### config.mk
export PLATFORM = sky130hd
export DESIGN_NAME = malch_ctrl
export DESIGN_NICKNAME = d
export VERILOG_FILES = /design/src/rtl/malch_ctrl.sv
export SDC_FILE = /design/constraint.sdc
export NUM_CORES = 1
export LEC_CHECK = 0
export ABC_AREA = 1
export BUFFER_PORTS_ARGS = -buffer_cell sky130_fd_sc_hd__buf_2
export CAP_MARGIN = 20
export CORE_AREA = 2 2 358 360
export DETAILED_ROUTE_END_ITERATION = 8
export DIE_AREA = 0 0 360 362
export PLACE_DENSITY = 0.3
export SYNTH_ARGS = -nofsm -noshare
export SYNTH_HDL_FRONTEND = slang
export SYNTH_SLANG_ARGS = --single-unit
### constraint.sdc
create_clock -name clk -period 3.4 [get_ports clk]
set_clock_uncertainty 0.2 [all_clocks]
set_input_delay 0.34 -clock clk [delete_from_list [all_inputs] [get_ports clk]]
set_output_delay 0.34 -clock clk [all_outputs]
set_load 0.02 [all_outputs]
### src/rtl/malch_ctrl.sv
// malch_ctrl -- round sequencer and data-loop controller for the malch
// AES-128 encryption datapath.
//
// Accepts a plaintext/key pair on a start strobe, then walks the datapath
// through ADD0, ROUNDS-1 full rounds (SUB, SHI, MIX, ADDR) and a final round
// without MixColumns (SUB, SHI, ADDR). It closes the OUT->IN and EXKEY->KEY
// feedback loops and captures the ciphertext after the last AddRoundKey.
//
// Ports:
//   clk       in   1    single clock, all state on posedge
//   rst       in   1    synchronous active-high reset
//   start     in   1    request an encryption (sampled only in IDLE)
//   hold      in   1    stall; freezes sequencing in the round states
//   pt_in     in   128  plaintext, used in the cycle start is accepted
//   key_in    in   128  cipher key, used in the cycle start is accepted
//   dp_out    in   128  datapath OUT
//   dp_exkey  in   128  datapath EXKEY
//   cs        out  3    datapath state code (RES/ADD/SUB/SHI/MIX/FIN)
//   count     out  8    round number for expandKey
//   dp_in     out  128  datapath IN
//   dp_key    out  128  datapath KEY
//   busy      out  1    high from ADD0 through DONE
//   done      out  1    one-cycle pulse in DONE
//   ct_out    out  128  ciphertext, held until the next completion
module malch_ctrl #(
    parameter int unsigned ROUNDS = 10
) (
    input  logic         clk,
    input  logic         rst,
    input  logic         start,
    input  logic         hold,
    input  logic [127:0] pt_in,
    input  logic [127:0] key_in,
    input  logic [127:0] dp_out,
    input  logic [127:0] dp_exkey,
    output logic [2:0]   cs,
    output logic [7:0]   count,
    output logic [127:0] dp_in,
    output logic [127:0] dp_key,
    output logic         busy,
    output logic         done,
    output logic [127:0] ct_out
);

    typedef enum logic [2:0] {
        ST_IDLE,
        ST_ADD0,
        ST_SUB,
        ST_SHI,
        ST_MIX,
        ST_ADDR,
        ST_DONE
    } state_e;

    typedef enum logic [2:0] {
        CS_RES = 3'b000,
        CS_ADD = 3'b010,
        CS_SUB = 3'b011,
        CS_SHI = 3'b100,
        CS_MIX = 3'b101,
        CS_FIN = 3'b111
    } cs_e;

    localparam logic [7:0] LAST = 8'(ROUNDS);

    state_e       state_q, state_d;
    logic [7:0]   count_q, count_d;
    logic [127:0] ct_q, ct_d;
    cs_e          cs_code;
    logic         in_round;

    always_ff @(posedge clk) begin
        if (rst) begin
            state_q <= ST_IDLE;
            count_q <= '0;
            ct_q    <= '0;
        end else begin
            state_q <= state_d;
            count_q <= count_d;
            ct_q    <= ct_d;
        end
    end

    always_comb begin
        state_d  = state_q;
        count_d  = count_q;
        ct_d     = ct_q;
        cs_code  = CS_RES;
        in_round = 1'b0;

        case (state_q)
            ST_IDLE: begin
                cs_code = CS_RES;
                count_d = '0;
                if (start) state_d = ST_ADD0;
            end
            ST_ADD0: begin
                cs_code  = CS_ADD;
                in_round = 1'b1;
                if (!hold) begin
                    state_d = ST_SUB;
                    count_d = 8'd1;
                end
            end
            ST_SUB: begin
                cs_code  = CS_SUB;
                in_round = 1'b1;
                if (!hold) state_d = ST_SHI;
            end
            ST_SHI: begin
                cs_code  = CS_SHI;
                in_round = 1'b1;
                // Final round skips MixColumns.
                if (!hold) state_d = (count_q < LAST) ? ST_MIX : ST_ADDR;
            end
            ST_MIX: begin
                cs_code  = CS_MIX;
                in_round = 1'b1;
                if (!hold) state_d = ST_ADDR;
            end
            ST_ADDR: begin
                cs_code  = CS_ADD;
                in_round = 1'b1;
                if (!hold) begin
                    if (count_q < LAST) begin
                        state_d = ST_SUB;
                        count_d = count_q + 8'd1;
                    end else begin
                        // dp_out already holds the last AddRoundKey result.
                        state_d = ST_DONE;
                        ct_d    = dp_out;
                    end
                end
            end
            ST_DONE: begin
                cs_code = CS_FIN;
                state_d = ST_IDLE;
                count_d = '0;
            end
            default: begin
                cs_code = CS_RES;
                state_d = ST_IDLE;
                count_d = '0;
            end
        endcase

        // A stall turns the step into a datapath no-op; the same step
        // re-executes once hold drops.
        if (hold && in_round) cs_code = CS_FIN;
    end

    assign cs     = cs_code;
    assign count  = count_q;
    assign busy   = (state_q != ST_IDLE);
    assign done   = (state_q == ST_DONE);
    assign ct_out = ct_q;
    assign dp_in  = (state_q == ST_IDLE) ? pt_in  : dp_out;
    assign dp_key = (state_q == ST_IDLE) ? key_in : dp_exkey;

endmodule

Word-level counts from Yosys, hierarchy flattened
Cells that the tools add are included.

operators by class
  add/sub/neg operators = 1
  order comparisons = 1
  eq/ne operators = 13
  multiplexer cells = 18
  bitwise logic cells = 3
  reductions and logical operators = 9

operators by type and width
  cell                                                                          number
  128-bit two-way mux                                                           2
  3-bit two-way mux                                                             8
  8-bit two-way mux                                                             3
  8-bit one-hot mux with 3 select lines                                         1
  3-bit one-hot mux with 6 select lines                                         1
  3-bit one-hot mux with 5 select lines                                         1
  2-bit inequality test, second input constant                                  7
  3-bit equality test, second input constant                                    3
  8-bit by 1-bit adder with 8-bit output, second input constant                 1
  8-bit by 4-bit less-than comparator with 1-bit output, second input constant  1
  3-bit by 2-bit equality test with 1-bit output, second input constant         2
  6-bit AND reduction                                                           1
  5-bit OR reduction                                                            1
  4-bit AND reduction                                                           1
  3-bit by 1-bit equality test with 1-bit output, second input constant         1
  3-bit logical NOT                                                             1
  1-bit NOT                                                                     3
  3-bit AND reduction                                                           1
  3-bit nonzero test                                                            1
  3-bit OR reduction                                                            1
  1-bit two-way mux                                                             2
  2-bit OR reduction                                                            1
  1-bit logical AND                                                             1

word-level totals
  bits in registers = 139
  output and inout port bits = 397
  word-level logic and storage cells = 48

Longest topological paths before layout
Gate-level depths: netlist of run 1.

  depth in word-level cells = 5
  gate-level depth with buffers = 9

Worst setup path after synthesis of run 1
Ideal clock, no wire load.

  path type = reg2out
  start = register state_q[2]
  end = output dp_key[113]
  data arrival time = 1.319 ns
  required time = 2.860 ns
  slack = 1.541 ns
  cell stages (with the launch flop) = 7
  buffers on the path = 3
  cells stage by stage = dfxtp_1 buf_4 nor2_4 nand2_2 buf_6 buf_6 mux2_1

between the ends
  longest elaborated chain between the ends = 2

ends and longest elaborated chain
  element                 RTL line  RTL
  from (decl)             66        state_e state_q, state_d;
  from (signal assigned)  78        state_q <= state_d;
  3-bit logical NOT       158       assign dp_key = (state_q == ST_IDLE) ? key_in : dp_exkey;
  128-bit two-way mux     158
  to (decl)               39        output logic [127:0] dp_key,

No other way between the ends.

Final worst setup path of run 1
  start = register state_q[2]
  end = output dp_in[127]

between the ends
  longest elaborated chain between the ends = 2

ends and longest elaborated chain
  element              RTL line  RTL
  3-bit logical NOT    157       assign dp_in = (state_q == ST_IDLE) ? pt_in : dp_out;
  128-bit two-way mux  157
  to (decl)            38        output logic [127:0] dp_in,

No other way between the ends.

==> impl_metrics.env, run 1 <==
export IMPL_via_per_inst=3.22
export IMPL_critPathCaptureType="primary output"
export IMPL_numClockSinks=139
export IMPL_synthTopCellsByArea="mux2_4 32%, dfxtp_1 29%, nand4_1 8.5%"
export IMPL_min_from="dp_out[54]"
export IMPL_final_area_mm2=0.0177
export IMPL_holdPathStages=3
export IMPL_clock_latency_ns=0.51
export IMPL_drtIter0Drc=550
export IMPL_cts_resized=0
export IMPL_required_ns=2.86
export IMPL_drc=0
export IMPL_grt_overflow_total=0
export IMPL_dpl_cell_count=3469
export IMPL_clkTransAtPathRegs_ns=0.08
export IMPL_setup_tns_final_ns=0
export IMPL_ios=913
export IMPL_routedWlPerCell_um=20.6
export IMPL_port_buffers=912
export IMPL_hold_buffers=127
export IMPL_fmax_mhz=332
export IMPL_grt_use_total=0.110
export IMPL_r2r_end="ct_out[36]$_SDFFE_PP0P_"
export IMPL_seq_area_frac_synth=0.295
export IMPL_finalHoldViolations=0
export IMPL_cts_root_buf="clkbuf_16"
export IMPL_cp_max_fo=26
export IMPL_synth_seq_cells=139
export IMPL_dieHeight_um=362
export IMPL_yosysMostFrequentCell="mux2_4"
export IMPL_synth_top_area_frac=0.318
export IMPL_setup_slack_ns=0.384
export IMPL_worst_pin_slew_ns=0.869
export IMPL_p_leak_nw=8.19
export IMPL_period_needed_ns=3.02
export IMPL_hold_end="ct_out[54]$_SDFFE_PP0P_"
export IMPL_yosys_top_cells_count="200 x mux2_4, 155 x nand2_1, 139 x dfxtp_1"
export IMPL_fp_dieArea_mm2=0.130
export IMPL_setup_viol=0
export IMPL_cts_buffer_depth=2
export IMPL_grt_pass1_wl_mm=98.3
export IMPL_antenna_found_initial=75
export IMPL_initial_core_util=0.0746
export IMPL_reg2reg_depth=6
export IMPL_critPathArrivalTime_ns=2.48
export IMPL_place_ws_ns=0.853
export IMPL_cts_max_level=4
export IMPL_finalCoreUtilization=0.140
export IMPL_drv_slew=0
export IMPL_grt_pass1_vias=11764
export IMPL_synth_edf_count=0
export IMPL_maxCapViolCount=0
export IMPL_cts_setup_buffers=0
export IMPL_areaGrowthSynthToFinish_pct=87.4
export IMPL_async_reset_ff_frac=0
export IMPL_ys_warn_count=0
export IMPL_hpwl_mm=61.9
export IMPL_rsz0062_at_grt="no"
export IMPL_min_path_type="input port to register"
export IMPL_ys_types=24
export IMPL_status="finished, final reports clean"
export IMPL_cts_tree="done"
export IMPL_final_cells=3640
export IMPL_cts_buffers=17
export IMPL_synth_area_mm2=0.00945
export IMPL_grt_max_degree=66
export IMPL_r2r_slack_ns=0.94
export IMPL_finalWirelength_mm=75.0
export IMPL_synth_net_count=1482
export IMPL_cp_start_kind="register"
export IMPL_final_period_utilization=0.887
export IMPL_synth_top_area_cell="mux2_4"
export IMPL_nNetsFinal=2470
export IMPL_relSlewSlack=0.421
export IMPL_dr_pass1_iters=5
export IMPL_synthCells=965
export IMPL_place_area_mm2=0.0158
export IMPL_layout_drive_gt1_share=0.630
export IMPL_avgSynthCellArea_um2=9.79
export IMPL_final_antenna_net_count=0
export IMPL_via_count=11713
export IMPL_worstSetupPathType="register to primary output"
export IMPL_core_rowCount=131
export IMPL_die_width_um=360
export IMPL_ir_worst_vdd_v=0.000488
export IMPL_core_mm2=0.127
export IMPL_globalplace_congestion=0.771
export IMPL_power_density_mw_per_mm2=793
export IMPL_r2r_start="state_q[2]$_SDFFE_PP0P_"
export IMPL_ys_flop_type="dfxtp_1"
layout make-up:
| class | instances | area (um2) |
|---|---|---|
| inverter | 13 | 58.8 |
| timing repair buffer | 1069 | 6240 |
| sequential | 139 | 2780 |
| clock inverter | 15 | 148 |
| clock buffer | 17 | 425 |
| multi-input combinational | 713 | 5930 |
| fill | 14728 | 109000 |
| tap | 1662 | 2080 |
| antenna | 12 | 30.0 |
how the worst max path moves through the flow:
stage / end / slack, ns / start / depth (start not counted)
2_1_floorplan: dp_key[113] / 1.54 / state_q[2]$_SDFFE_PP0P_ / 6
3_3_place_gp: dp_in[127] / 0.88 / state_q[2]$_SDFFE_PP0P_ / 6
3_5_place_dp: dp_in[127] / 0.85 / state_q[2]$_SDFFE_PP0P_ / 6
4_1_cts: dp_in[127] / 0.21 / state_q[2]$_SDFFE_PP0P_ / 6
5_1_grt: dp_in[127] / 0.19 / state_q[2]$_SDFFE_PP0P_ / 6
6_report: dp_in[127] / 0.38 / state_q[2]$_SDFFE_PP0P_ / 6
logic make-up after synthesis:
family                   synth area share
AND/OR/NAND/NOR                     0.164
adder cells (fa/ha/maj)           0.00132
flip-flops                          0.295
AO/OA/AOI/OAI                      0.0747
buffers and inverters              0.0804
multiplexers                        0.385
worst max-delay path, stage by stage, from the launching register on:
cell and delay (ns):
dfxtp_1 0.52, nor2_4 0.11, nand2_8 0.22, buf_12 0.28
buf_4 0.26, mux2_2 0.35, buf_2 0.16
report_power, final:
part	total (W)	switching, W	internal, W
clock	0.00199	0.00103	0.000967
combinational	0.0103	0.00565	0.00468
sequential	0.00170	0.0000499	0.00165
total	0.0140	0.00673	0.00730
metrics by stage:
stage | power [W] | hold WS, ns
6_report | 0.0140 | 0.0966
5_1_grt | 0.0148 | 0.0514
4_1_cts | 0.0144 | 0.00362
3_5_place_dp | 0.0121 | 0.246
3_3_place_gp | 0.0122 | 0.245
2_1_floorplan | 0.00928 | 0.308
placed cells by master, fill, tap and decap left out:
| master | n |
|---|---|
| nand4_1 | 128 |
| clkbuf_16 | 17 |
| buf_2 | 911 |
| inv_6 | 7 |
| mux2_2 | 54 |
| dfxtp_1 | 139 |
| nand2_8 | 1 |
| nor2_1 | 16 |
| buf_4 | 16 |
| buf_12 | 14 |
| nor2_4 | 2 |
| and2_1 | 1 |
| nand3_4 | 1 |
| nand2_2 | 1 |
| inv_2 | 2 |
| nand3_2 | 1 |
| ha_1 | 1 |
| nor3b_1 | 1 |
| clkinvlp_4 | 5 |
| diode_2 | 12 |
| dlygate4sd3_1 | 127 |
| mux2_1 | 2 |
| nand2_4 | 1 |
| nand2_1 | 154 |
| inv_1 | 9 |
| o21ai_0 | 5 |
| buf_6 | 1 |
| nand3_1 | 7 |
| a21oi_1 | 136 |
| clkinv_8 | 2 |
| mux2_4 | 200 |
| inv_8 | 3 |
| nand3b_1 | 1 |
flip-flops by register name (all words and copies together) (netlist names):
name,cells
state_q,3
ct_out,128
count,8
layer usage:
metal | vias up | GRT usage | share of wire
met5 | - | 0 | 0.0029
met4 | 36 | 0.0335 | 0.024
met3 | 113 | 0.0432 | 0.088
met2 | 648 | 0.184 | 0.47
met1 | 5426 | 0.129 | 0.41
li1 | 5490 | - | -
Power figures use the tool's default switching activity.
==> run 2, diff against run 1 <==
--- a/config.mk
+++ b/config.mk
@@ -7,4 +7,5 @@
 export LEC_CHECK = 0
 export ABC_AREA = 1
+export ABC_CLOCK_PERIOD_IN_PS = 3400
 export BUFFER_PORTS_ARGS = -buffer_cell sky130_fd_sc_hd__buf_2
 export CAP_MARGIN = 20
==> constraint.sdc (replaced) <==
create_clock -name clk -period 3.4 [get_ports clk]
set_clock_uncertainty 0.2 [all_clocks]
set_input_delay 0.17 -clock clk [delete_from_list [all_inputs] [get_ports clk]]
set_output_delay 0.17 -clock clk [all_outputs]
set_load 0.02 [all_outputs]
==> run 2 against run 1 <==
Effect of this change: first-iteration DRC count decreased by 1.5%; total power fell by 0.51%; global-route usage about the same; worst setup slack better by 0.021 ns; cell count up 1.9%; cell area is 4.1% higher; critical path type is now register to register; critical endpoint is now ct_out[124]$_SDFFE_PP0P_.
==> impl_metrics.env, run 2 (synthesized netlist as in run 1, its figures left out) <==
export IMPL_status="finished, final reports clean"
export IMPL_nNetsFinal=2547
export IMPL_drc=0
export IMPL_cp_start_kind="register"
export IMPL_dieHeight_um=362
export IMPL_grt_overflow_total=0
export IMPL_finalHoldViolations=0
export IMPL_grt_max_degree=114
export IMPL_setup_tns_final_ns=0
export IMPL_routedWlPerCell_um=20.4
export IMPL_critPathCaptureType="register"
export IMPL_layout_drive_gt1_share=0.605
export IMPL_grt_pass1_vias=12184
export IMPL_antenna_found_initial=68
export IMPL_die_width_um=360
export IMPL_final_period_utilization=0.881
export IMPL_crit_path_frequent_cell="dlygate4sd3_1"
export IMPL_cts_tree="done"
export IMPL_fp_dieArea_mm2=0.130
export IMPL_clock_latency_ns=0.50
export IMPL_numClockSinks=139
export IMPL_power_share_clock=0.139
export IMPL_power_frac_comb=0.738
export IMPL_final_common_cell="buf_2"
export IMPL_finalCoreUtilization=0.145
export IMPL_finalWirelength_mm=75.6
export IMPL_switching_power_w=0.00664
export IMPL_cts_root_buf="clkbuf_16"
export IMPL_min_path_type="input port to register"
export IMPL_setup_viol=0
export IMPL_period_needed_ns=2.99
export IMPL_cp_max_fo=57
export IMPL_final_antenna_net_count=0
export IMPL_hpwl_mm=61.9
export IMPL_relSlewSlack=0.539
export IMPL_p_seq_frac=0.122
export IMPL_clkTransAtPathRegs_ns=0.08
export IMPL_p_leak_nw=8.64
export IMPL_fillerInstances=14609
export IMPL_critPathBufInv=3
export IMPL_slowest_stage="dlygate4sd3_1"
export IMPL_drtIter0Drc=542
export IMPL_critPathArrivalTime_ns=3.18
export IMPL_maxCapViolCount=0
export IMPL_cts_setup_buffers=0
export IMPL_ir_worst_vdd_v=0.000560
export IMPL_register_area_mm2=0.00278
export IMPL_cts_buffer_depth=2
export IMPL_critPathTopFamily="buffers and inverters"
export IMPL_cts_buffers=17
export IMPL_initial_core_util=0.0746
export IMPL_largest_register_ffs=128
export IMPL_cts_max_level=4
export IMPL_worst_pin_slew_ns=0.691
export IMPL_ios=913
export IMPL_worstSetupPathType="register to register"
export IMPL_power_density_mw_per_mm2=757
export IMPL_globalplace_congestion=0.785
export IMPL_core_rowCount=131
export IMPL_multi_input_area_mm2=0.00593
export IMPL_grt_pass1_wl_mm=98.7
export IMPL_drv_slew=0
export IMPL_grt_use_total=0.110
export IMPL_dr_pass1_iters=4
export IMPL_dpl_cell_count=3464
export IMPL_crit_chain="o21ai_0, nand2_4, buf_16, nand4_1, dlygate4sd3_1, a21oi_1, dlygate4sd3_1"
export IMPL_cpPeakStageDelay_ns=0.59
export IMPL_areaGrowthSynthToFinish_pct=95.1
export IMPL_via_count=12144
export IMPL_via_per_inst=3.27
export IMPL_required_ns=3.59
export IMPL_final_cells=3709
export IMPL_p_int_w=0.00732
export IMPL_p_sw_frac=0.475
export IMPL_core_mm2=0.127
export IMPL_final_cell_mix="911 x buf_2, 208 x dlygate4sd3_1, 200 x mux2_4"
export IMPL_fmax_mhz=334
export IMPL_port_buffers=912
export IMPL_rsz0062_at_grt="no"
[run 2: what timing repair did]
action                     CTS  global route
gates resized for setup      0             1
hold buffers               208             0
setup endpoints to repair    0             1
hold endpoints to repair   135             0
[run 2: per-stage QoR]
step	cell area, um2	power (W)	setup WS [ns]	hold WS [ns]
4_1_cts	18400	0.0143	0.154	0.0425
3_3_place_gp	15700	0.0122	0.896	0.242
6_report	18400	0.0140	0.405	0.0872
5_1_grt	18400	0.0147	0.165	0.0715
3_5_place_dp	15700	0.0121	0.893	0.243
2_1_floorplan	9450	0.00928	1.71	0.138
[run 2: worst min-delay path: stages]
cell	delay [ns]
buf_2	0.12
inv_6	0.10
nand4_1	0.21
a21oi_1	0.09
[run 2: layout make-up]
class                      instances  area share
sequential                       139       0.151
multi-input combinational        713       0.322
clock inverter                    14     0.00686
antenna                            4    0.000543
timing repair buffer            1146       0.380
tap                             1662       0.113
clock buffer                      18      0.0238
inverter                          13     0.00319
[run 2: power groups by stage]
stage | logic, W | registers [W] | clock network, W
global placement | 0.0104 | 0.00174 | 0
finish | 0.0103 | 0.00171 | 0.00194
floorplan | 0.00755 | 0.00173 | 0
detailed placement | 0.0104 | 0.00174 | 0
CTS | 0.0105 | 0.00171 | 0.00209
global route | 0.0109 | 0.00171 | 0.00211
[run 2: worst paths after layout]
kind         cells past startpoint                        to             startpoint  slack, ns
max                              7  ct_out[124]$_SDFFE_PP0P_  count[1]$_SDFFE_PP0P_       0.41
min                              4   ct_out[55]$_SDFFE_PP0P_                   hold       0.09
max reg2reg                      7  ct_out[124]$_SDFFE_PP0P_  count[1]$_SDFFE_PP0P_       0.41
min reg2reg                      2     count[4]$_SDFFE_PP0P_  count[4]$_SDFFE_PP0P_       0.25
[run 2: metal layers]
layer / global-route usage / up-vias / routed length (um)
li1: - / 5632 / -
met1: 0.123 / 5705 / 30000
met2: 0.193 / 653 / 37100
met3: 0.0423 / 116 / 6690
met4: 0.0336 / 38 / 1600
met5: 0 / - / 212
